`src/rtl/ws2812_transmitter.sv`:
```
// ws2812_transmitter
//
// Serial output engine for a WS2812 LED strip. It reads GRB bytes from a
// synchronous pixel RAM and sends them MSB first on a single wire using the
// WS2812 NRZ pulse-width code. After every frame it holds the line low for
// the latch gap and then starts again, so the strip is refreshed continuously.
//
// Ports
//   clk               clock
//   reset_n           asynchronous active-low reset
//   number_of_pixels  pixels in the strip (sampled at the end of each latch gap)
//   pixel_addr        read address into the GRB byte RAM
//   pixel_dbi         RAM read data, valid one cycle after pixel_addr
//   ws2812_data       registered serial line to the strip
//   busy              high while a frame is being primed or sent
//
// state | meaning
// LATCH | line low for RESET_CYCLES, then sample the pixel count
// PRIME | two cycles waiting for byte 0 to come back from the RAM
// SEND  | shifting bits out, BIT_CYCLES per bit, no gaps

module ws2812_transmitter #(
  parameter int MAX_PIXELS   = 4,
  parameter int T0H_CYCLES   = 11,
  parameter int T1H_CYCLES   = 22,
  parameter int BIT_CYCLES   = 34,
  parameter int RESET_CYCLES = 8100
) (
  input  logic       clk,
  input  logic       reset_n,
  input  logic [7:0] number_of_pixels,
  output logic [9:0] pixel_addr,
  input  logic [7:0] pixel_dbi,
  output logic       ws2812_data,
  output logic       busy
);

  // One counter serves the latch gap, the prime delay and the bit period.
  localparam int CNT_MAX = (RESET_CYCLES > BIT_CYCLES) ? RESET_CYCLES : BIT_CYCLES;
  localparam int CNT_W   = $clog2(CNT_MAX);

  localparam logic [CNT_W-1:0] LATCH_LAST = CNT_W'(RESET_CYCLES - 1);
  localparam logic [CNT_W-1:0] BIT_LAST   = CNT_W'(BIT_CYCLES - 1);
  localparam logic [CNT_W-1:0] PRIME_LAST = CNT_W'(1);
  localparam logic [CNT_W-1:0] CNT_ONE    = CNT_W'(1);
  localparam logic [CNT_W-1:0] T0H_CNT    = CNT_W'(T0H_CYCLES);
  localparam logic [CNT_W-1:0] T1H_CNT    = CNT_W'(T1H_CYCLES);
  localparam logic [7:0]       MAX_PIX    = 8'(MAX_PIXELS);

  typedef enum logic [1:0] {
    LATCH = 2'd0,
    PRIME = 2'd1,
    SEND  = 2'd2
  } state_t;

  state_t           state, state_next;
  logic [CNT_W-1:0] cnt, cnt_next;
  logic [9:0]       addr_next;
  logic [9:0]       byte_idx, byte_next;
  logic [9:0]       total_bytes, total_next;
  logic [7:0]       shift, shift_next;
  logic [2:0]       bit_cnt, bit_next;
  logic             line_next;
  logic [7:0]       n_clamp;

  assign n_clamp = (number_of_pixels > MAX_PIX) ? MAX_PIX : number_of_pixels;
  assign busy    = (state != LATCH);

  always_ff @(posedge clk or negedge reset_n) begin
    if (!reset_n) begin
      state       <= LATCH;
      cnt         <= '0;
      pixel_addr  <= '0;
      byte_idx    <= '0;
      total_bytes <= '0;
      shift       <= '0;
      bit_cnt     <= '0;
      ws2812_data <= 1'b0;
    end else begin
      state       <= state_next;
      cnt         <= cnt_next;
      pixel_addr  <= addr_next;
      byte_idx    <= byte_next;
      total_bytes <= total_next;
      shift       <= shift_next;
      bit_cnt     <= bit_next;
      ws2812_data <= line_next;
    end
  end

  always_comb begin
    state_next = state;
    cnt_next   = cnt;
    addr_next  = pixel_addr;
    byte_next  = byte_idx;
    total_next = total_bytes;
    shift_next = shift;
    bit_next   = bit_cnt;
    line_next  = 1'b0;

    case (state)
      LATCH: begin
        if (cnt == LATCH_LAST) begin
          cnt_next   = '0;
          total_next = 10'(n_clamp) * 10'd3;
          if (n_clamp != 8'd0) begin
            addr_next  = '0;
            byte_next  = '0;
            state_next = PRIME;
          end
        end else begin
          cnt_next = cnt + CNT_ONE;
        end
      end

      PRIME: begin
        if (cnt == PRIME_LAST) begin
          shift_next = pixel_dbi;
          addr_next  = 10'd1;
          bit_next   = 3'd7;
          cnt_next   = '0;
          state_next = SEND;
        end else begin
          cnt_next = cnt + CNT_ONE;
        end
      end

      SEND: begin
        line_next = (cnt < (shift[7] ? T1H_CNT : T0H_CNT));
        if (cnt == BIT_LAST) begin
          cnt_next = '0;
          if (bit_cnt != 3'd0) begin
            shift_next = {shift[6:0], 1'b0};
            bit_next   = bit_cnt - 3'd1;
          end else if (byte_idx == total_bytes - 10'd1) begin
            state_next = LATCH;
          end else begin
            // The RAM has been showing byte_idx+1 for the whole byte just
            // sent; point it at the one after that for the next load.
            shift_next = pixel_dbi;
            byte_next  = byte_idx + 10'd1;
            addr_next  = byte_idx + 10'd2;
            bit_next   = 3'd7;
          end
        end else begin
          cnt_next = cnt + CNT_ONE;
        end
      end

      default: begin
        state_next = LATCH;
        cnt_next   = '0;
      end
    endcase
  end

endmodule
```
`config.mk`:
```
export PLATFORM = sky130hd
export DESIGN_NAME = ws2812_transmitter
export DESIGN_NICKNAME = d
export VERILOG_FILES = /design/src/rtl/ws2812_transmitter.sv
export SDC_FILE = /design/constraint.sdc
export NUM_CORES = 1
export LEC_CHECK = 0
export CAP_MARGIN = 20
export CELL_PAD_IN_SITES_DETAIL_PLACEMENT = 1
export CELL_PAD_IN_SITES_GLOBAL_PLACEMENT = 1
export CORE_MARGIN = 1
export CORE_UTILIZATION = 25
export CTS_BUF_LIST = sky130_fd_sc_hd__clkbuf_16
export CTS_CLUSTER_DIAMETER = 80
export DETAILED_ROUTE_END_ITERATION = 10
export PLACE_DENSITY = 0.5
export SLEW_MARGIN = 20
export SYNTH_ARGS = -nofsm -noshare
export SYNTH_HDL_FRONTEND = slang
export SYNTH_SLANG_ARGS = --single-unit
```
`constraint.sdc`:
```
create_clock -name clk -period 4 [get_ports clk]
set_input_delay 0.8 -clock clk [delete_from_list [all_inputs] [get_ports clk]]
set_output_delay 0.8 -clock clk [all_outputs]
set_load 0.01 [all_outputs]
```
; ---- Yosys cells after proc, flatten, opt, wreduce, memory -nomap -nowiden
; Cells that the tools add are included.
; Widths: inputs -> output; s select.
[word_totals]
ff_bits = 57
latchBits = 0
ramBits = 0
romBits = 0
in_bits = 18
out_inout_bits = 12
n_memories = 0
[classes]
add_sub_neg = 5
mul = 1
n_div = 0
magnitude_cmp = 2
eq_ne = 14
shifts = 0
n_mux = 35
n_bitwise = 0
n_reduce_logical = 12
[ops]
columns = operator, n
row1 = $mux 10, 9
row2 = $mux 8, 5
row3 = $mux 13, 3
row4 = $pmux 13 s3, 1
row5 = $pmux 10 s3, 1
row6 = $pmux 10 s2, 1
row7 = $pmux 8 s2, 1
row8 = $ne 2x2->1 const B, 7
row9 = $add 13x1->13 const B, 1
row10 = $eq 13x1->1 const B, 1
row11 = $eq 13x13->1 const B, 1
row12 = $eq 13x6->1 const B, 1
row13 = $lt 13x5->1, 1
row14 = $mux 2, 6
row15 = $mux 3, 4
row16 = $reduce_and 6->1, 2
row17 = $add 10x1->10 const B, 1
row18 = $add 10x2->10 const B, 1
row19 = $eq 10x10->1, 1
row20 = $mul 8x2->10 const B, 1
row21 = $sub 10x1->10 const B, 1
row22 = $gt 8x3->1 const B, 1
row23 = $reduce_bool 8->1, 1
row24 = $reduce_and 7->1, 1
row25 = 13 further kinds, 16

; ---- Logic depth before layout (Yosys ltp)
[depth]
depth_word = 6
mapped_depth = 13
ltp_nobuf = 13

; ---- Worst setup path before layout
; Ideal clock, no wire load.
[synth_timing]
kind = in2reg
startpoint = in number_of_pixels[4]
endpoint = reg byte_idx[7]
setup_ns = 0.126
arrival_time_ns = 3.255
setup_slack_ns = 0.619
path_stages = 10
path_buffers = 2
path_cell_list = or4_1 nor3_1 nand2_1 ha_1 nand3_1 o211ai_1 clkbuf_1 or2_1 clkbuf_1 a221o_1
[synth_between]
elab_chain_len = 5
[synth_rtl]
columns = item, line
row1 = start: declaration, 31  ; input logic [7:0] number_of_pixels,
row2 = $gt 8x3->1, 66  ; assign n_clamp = (number_of_pixels > MAX_PIX) ? MAX_PIX : number_of_pixels;
row3 = $mux 8 (*), 66
row4 = $reduce_bool 8->1 (*), 106  ; if (n_clamp != 8'd0) begin
row5 = $ne 2x2->1 (no source line) (*), n/a
row6 = $reduce_and 6->1 (no source line) (*), n/a
row7 = end signal: assignment, 83  ; byte_idx <= byte_next;
row8 = end: declaration, 59  ; logic [9:0] byte_idx, byte_next;
; Mark *: on every way between the ends. The rest lies on a longest branch, timed or not.
; A chain may end at the register's enable or synchronous reset.

; ---- Final worst setup path
[layout_timing]
startpoint = in number_of_pixels[4]
endpoint = reg byte_idx[6]
; Same word-level chain as after synthesis.

==> impl_metrics.csv <==
group,metric,value,unit
outcome,status,"completed",
power_and_ir_drop,max-vdd-ir-drop,190,uV
floorplanning,start_util,0.255,
route,via_per_inst,4.89,
power_and_ir_drop,power_density,281,mW/mm2
power_and_ir_drop,seqPwrFrac,0.418,
floorplanning,dieArea,0.0167,mm2
final_layout,final_nets,542,
synth,yosys.area.top_type_share,0.352,
route,wirelength_met1,5.64,mm
synth,synth_warnings,0,
route,wl_met2,5.40,mm
synth,synth_cell_types,62,
sta,rsz0062_at_grt,"no",
synth,syn-mean-instance-area,8.95,um2
sta,setup_viol,0,
synth,syn_inst,453,
worst_setup_path,r2r-end,"shift[1]$_DFFE_PN0P_",
route,routed.top_layer,"met4",
synth,async_flop_share,1.00,
sta,finalHoldViolations,0,
worst_setup_path,reg2reg_depth,9,
sta,maxSlewViolCount,0,
sta,max_slew_margin,0.325,
power_and_ir_drop,p_switching,308,uW
clock_network,cts.path.max_buffers,2,
route,first_pass_iters,4,
worst_setup_path,end_kind,"flip-flop",
clock_network,cts_tree,"built",
floorplanning,io_pins,30,
grt,grt_usage,0.152,
route,routed-wl-met3,254,um
grt,grt_pass1_wl,19.4,mm
min_path,hold_start,"pixel_addr[3]$_DFFE_PN0P_",
floorplanning,rows,46,
route,drtAntennaViolNets,0,
route,wire_per_inst,16.1,um
synth,seq_area_frac_synth,0.352,
sta,fin_crit_sh,0.860,
placement,dp_hpwl,8.47,mm
route,drc_errors,0,
route,wl,11.6,mm
synth,synth_seq_cells,57,
worst_setup_path,worstPathRequired,4.25,ns
clock_network,cts_sinks,57,
clock_network,cts-root-buf,"clkbuf_16",
synth,synth_edf_count,0,
clock_network,post-cts-setup-buffer-count,0,
final_layout,area.growth.synth_to_final,21.6,%
final_layout,fin_util,0.310,
power_and_ir_drop,pwr-share-comb,0.046,
synth,yosys-top-cells-count,"57 x dfrtp_1, 51 x nand2_1, 32 x nor2_1",
sta,fmax,291,MHz
worst_setup_path,cp_max_fo,11,
sta,period_needed,3.44,ns
floorplanning,dieWidth,129,um
clock_network,cts_made_buffers,9,
grt,antenna_found_initial,0,
synth,synth_area,0.00406,mm2
sta,tightestPinTransition,1.01,ns
final_layout,drive_gt1_frac,0.0800,
synth,synth.most_common_cell,"dfrtp_1",
power_and_ir_drop,sw_frac_of_total,0.222,
placement,place.port_buffers,29,
route,vias,3498,
synth,synth_top_area_cell,"dfrtp_1",
clock_network,h-tree-depth,3,
floorplanning,die_h,129,um
power_and_ir_drop,p_leak,0.00215,uW
worst_setup_path,r2r_slack,0.89,ns
sta,finalSetupTns,0,ns
grt,grt_overflow_total,0,
placement,place_area,0.00465,mm2
synth,synth_area_leaders,"dfrtp_1 35%, ha_1 8.6%, nand2_1 4.7%",
clock_network,postCtsHoldBufs,0,
final_layout,n_antenna_cell,0,
clock_network,clk_latency,0.34,ns
min_path,min_path_type,"reg2reg",
min_path,hold_path_depth,2,
grt,grt_pass1_vias,3645,
worst_setup_path,critPathArrivalTime,3.69,ns
worst_setup_path,path_class,"in2reg",
route,drtIter0Drc,140,
sta,fin_worst_skew,0.00316,ns
final_layout,fin_area,0.00493,mm2
worst_setup_path,r2r_start,"total_bytes[0]$_DFFE_PN0P_",
placement,finalWeightedCongestion,0.749,
power_and_ir_drop,clock_power_share,0.536,
worst_setup_path,critPathLaunchType,"input port",
min_path,hold_path_end,"pixel_addr[3]$_DFFE_PN0P_",
flow_run,drv_cap,0,
power_and_ir_drop,p_int,1080,uW
clock_network,post_cts_resized,0,
synth,ys.flop_type,"dfrtp_1",
floorplanning,core_area,0.0159,mm2
clock_network,clkSlewWorstSetupHoldPaths,0.05,ns
grt,grt_max_degree,38,
-- final cells by class --
| class | count | area, um2 |
|---|---|---|
| clock buffer | 9 | 225 |
| clock inverter | 7 | 53.8 |
| fill | 1889 | 11000 |
| inverter | 24 | 90.1 |
| multi-input combinational | 363 | 2500 |
| sequential | 57 | 1430 |
| tap | 216 | 270 |
| timing repair buffer | 40 | 368 |
-- cells by family after synthesis --
kind of cell / after synthesis / share of synthesized area
and+or+nand+nor: 175 / 0.217
AOI/OAI and AO/OA: 91 / 0.162
DFF: 57 / 0.352
buffers and inverters: 49 / 0.0475
xor gates and xnor gates: 30 / 0.0682
adders and majority gates: 29 / 0.0913
muxes: 20 / 0.0599
other: 2 / 0.00185
-- registers in the layout, indices dropped and copies added (netlist names) --
| register | cells |
|---|---|
| cnt | 13 |
| total_bytes | 10 |
| state | 2 |
| bit_cnt | 3 |
| ws2812_data | 1 |
| byte_idx | 10 |
| pixel_addr | 10 |
| shift | 8 |
-- how the worst max path moves through the flow --
stage / cells after the start / startpoint / endpoint / slack, ns
6_report: 10 / number_of_pixels[4] / byte_idx[6]$_DFFE_PN0P_ / 0.56
5_1_grt: 10 / number_of_pixels[4] / byte_idx[6]$_DFFE_PN0P_ / 0.35
4_1_cts: 10 / number_of_pixels[4] / byte_idx[6]$_DFFE_PN0P_ / 0.55
3_5_place_dp: 10 / number_of_pixels[4] / byte_idx[6]$_DFFE_PN0P_ / 0.20
3_3_place_gp: 10 / number_of_pixels[4] / byte_idx[6]$_DFFE_PN0P_ / 0.32
2_1_floorplan: 10 / number_of_pixels[4] / byte_idx[7]$_DFFE_PN0P_ / 0.62
-- critical path, cell delays in order --
cell             delay, ns
clkdlybuf4s50_1       0.39
or4_1                 0.51
nor3_1                0.27
nand2_1               0.18
ha_1                  0.21
nand3_1               0.12
o211ai_1              0.19
or2_1                 0.47
a2111o_1              0.45
o211ai_1              0.09
-- layout by cell type (no fill, tap or decap), types with 17 or more instances in the layout --
master and count:
inv_1 26, nand4_1 19, nor2_1 32, nand2_1 51, nand3_1 22, clkdlybuf4s50_1 28, ha_1 28, conb_1 18
dfrtp_1 57, xor2_1 17
-- power by group through the flow --
stage	sequential (uW)	combinational (uW)	clock [uW]
2_1_floorplan	589	29.1	0
3_3_place_gp	589	60.9	0
3_5_place_dp	589	61.6	0
4_1_cts	579	61.7	767
5_1_grt	578	76.1	790
6_report	579	64.3	743
-- through the flow --
step | std cells | power [uW] | setup slack, ns | hold WS (ns)
after floorplan | 469 | 618 | 0.619 | 0.478
after global placement | 700 | 650 | 0.317 | 0.488
after detailed placement | 700 | 650 | 0.199 | 0.493
after CTS | 716 | 1410 | 0.554 | 0.509
after global routing | 716 | 1440 | 0.351 | 0.529
final | 716 | 1390 | 0.559 | 0.503
-- per-layer routing --
layer  track usage  vias up
li1              -     1710
met1         0.199     1724
met2         0.245       48
met3        0.0231       16
met4        0.0734        0
met5             0        -
No activity file was read; power rests on OpenSTA's default activity.
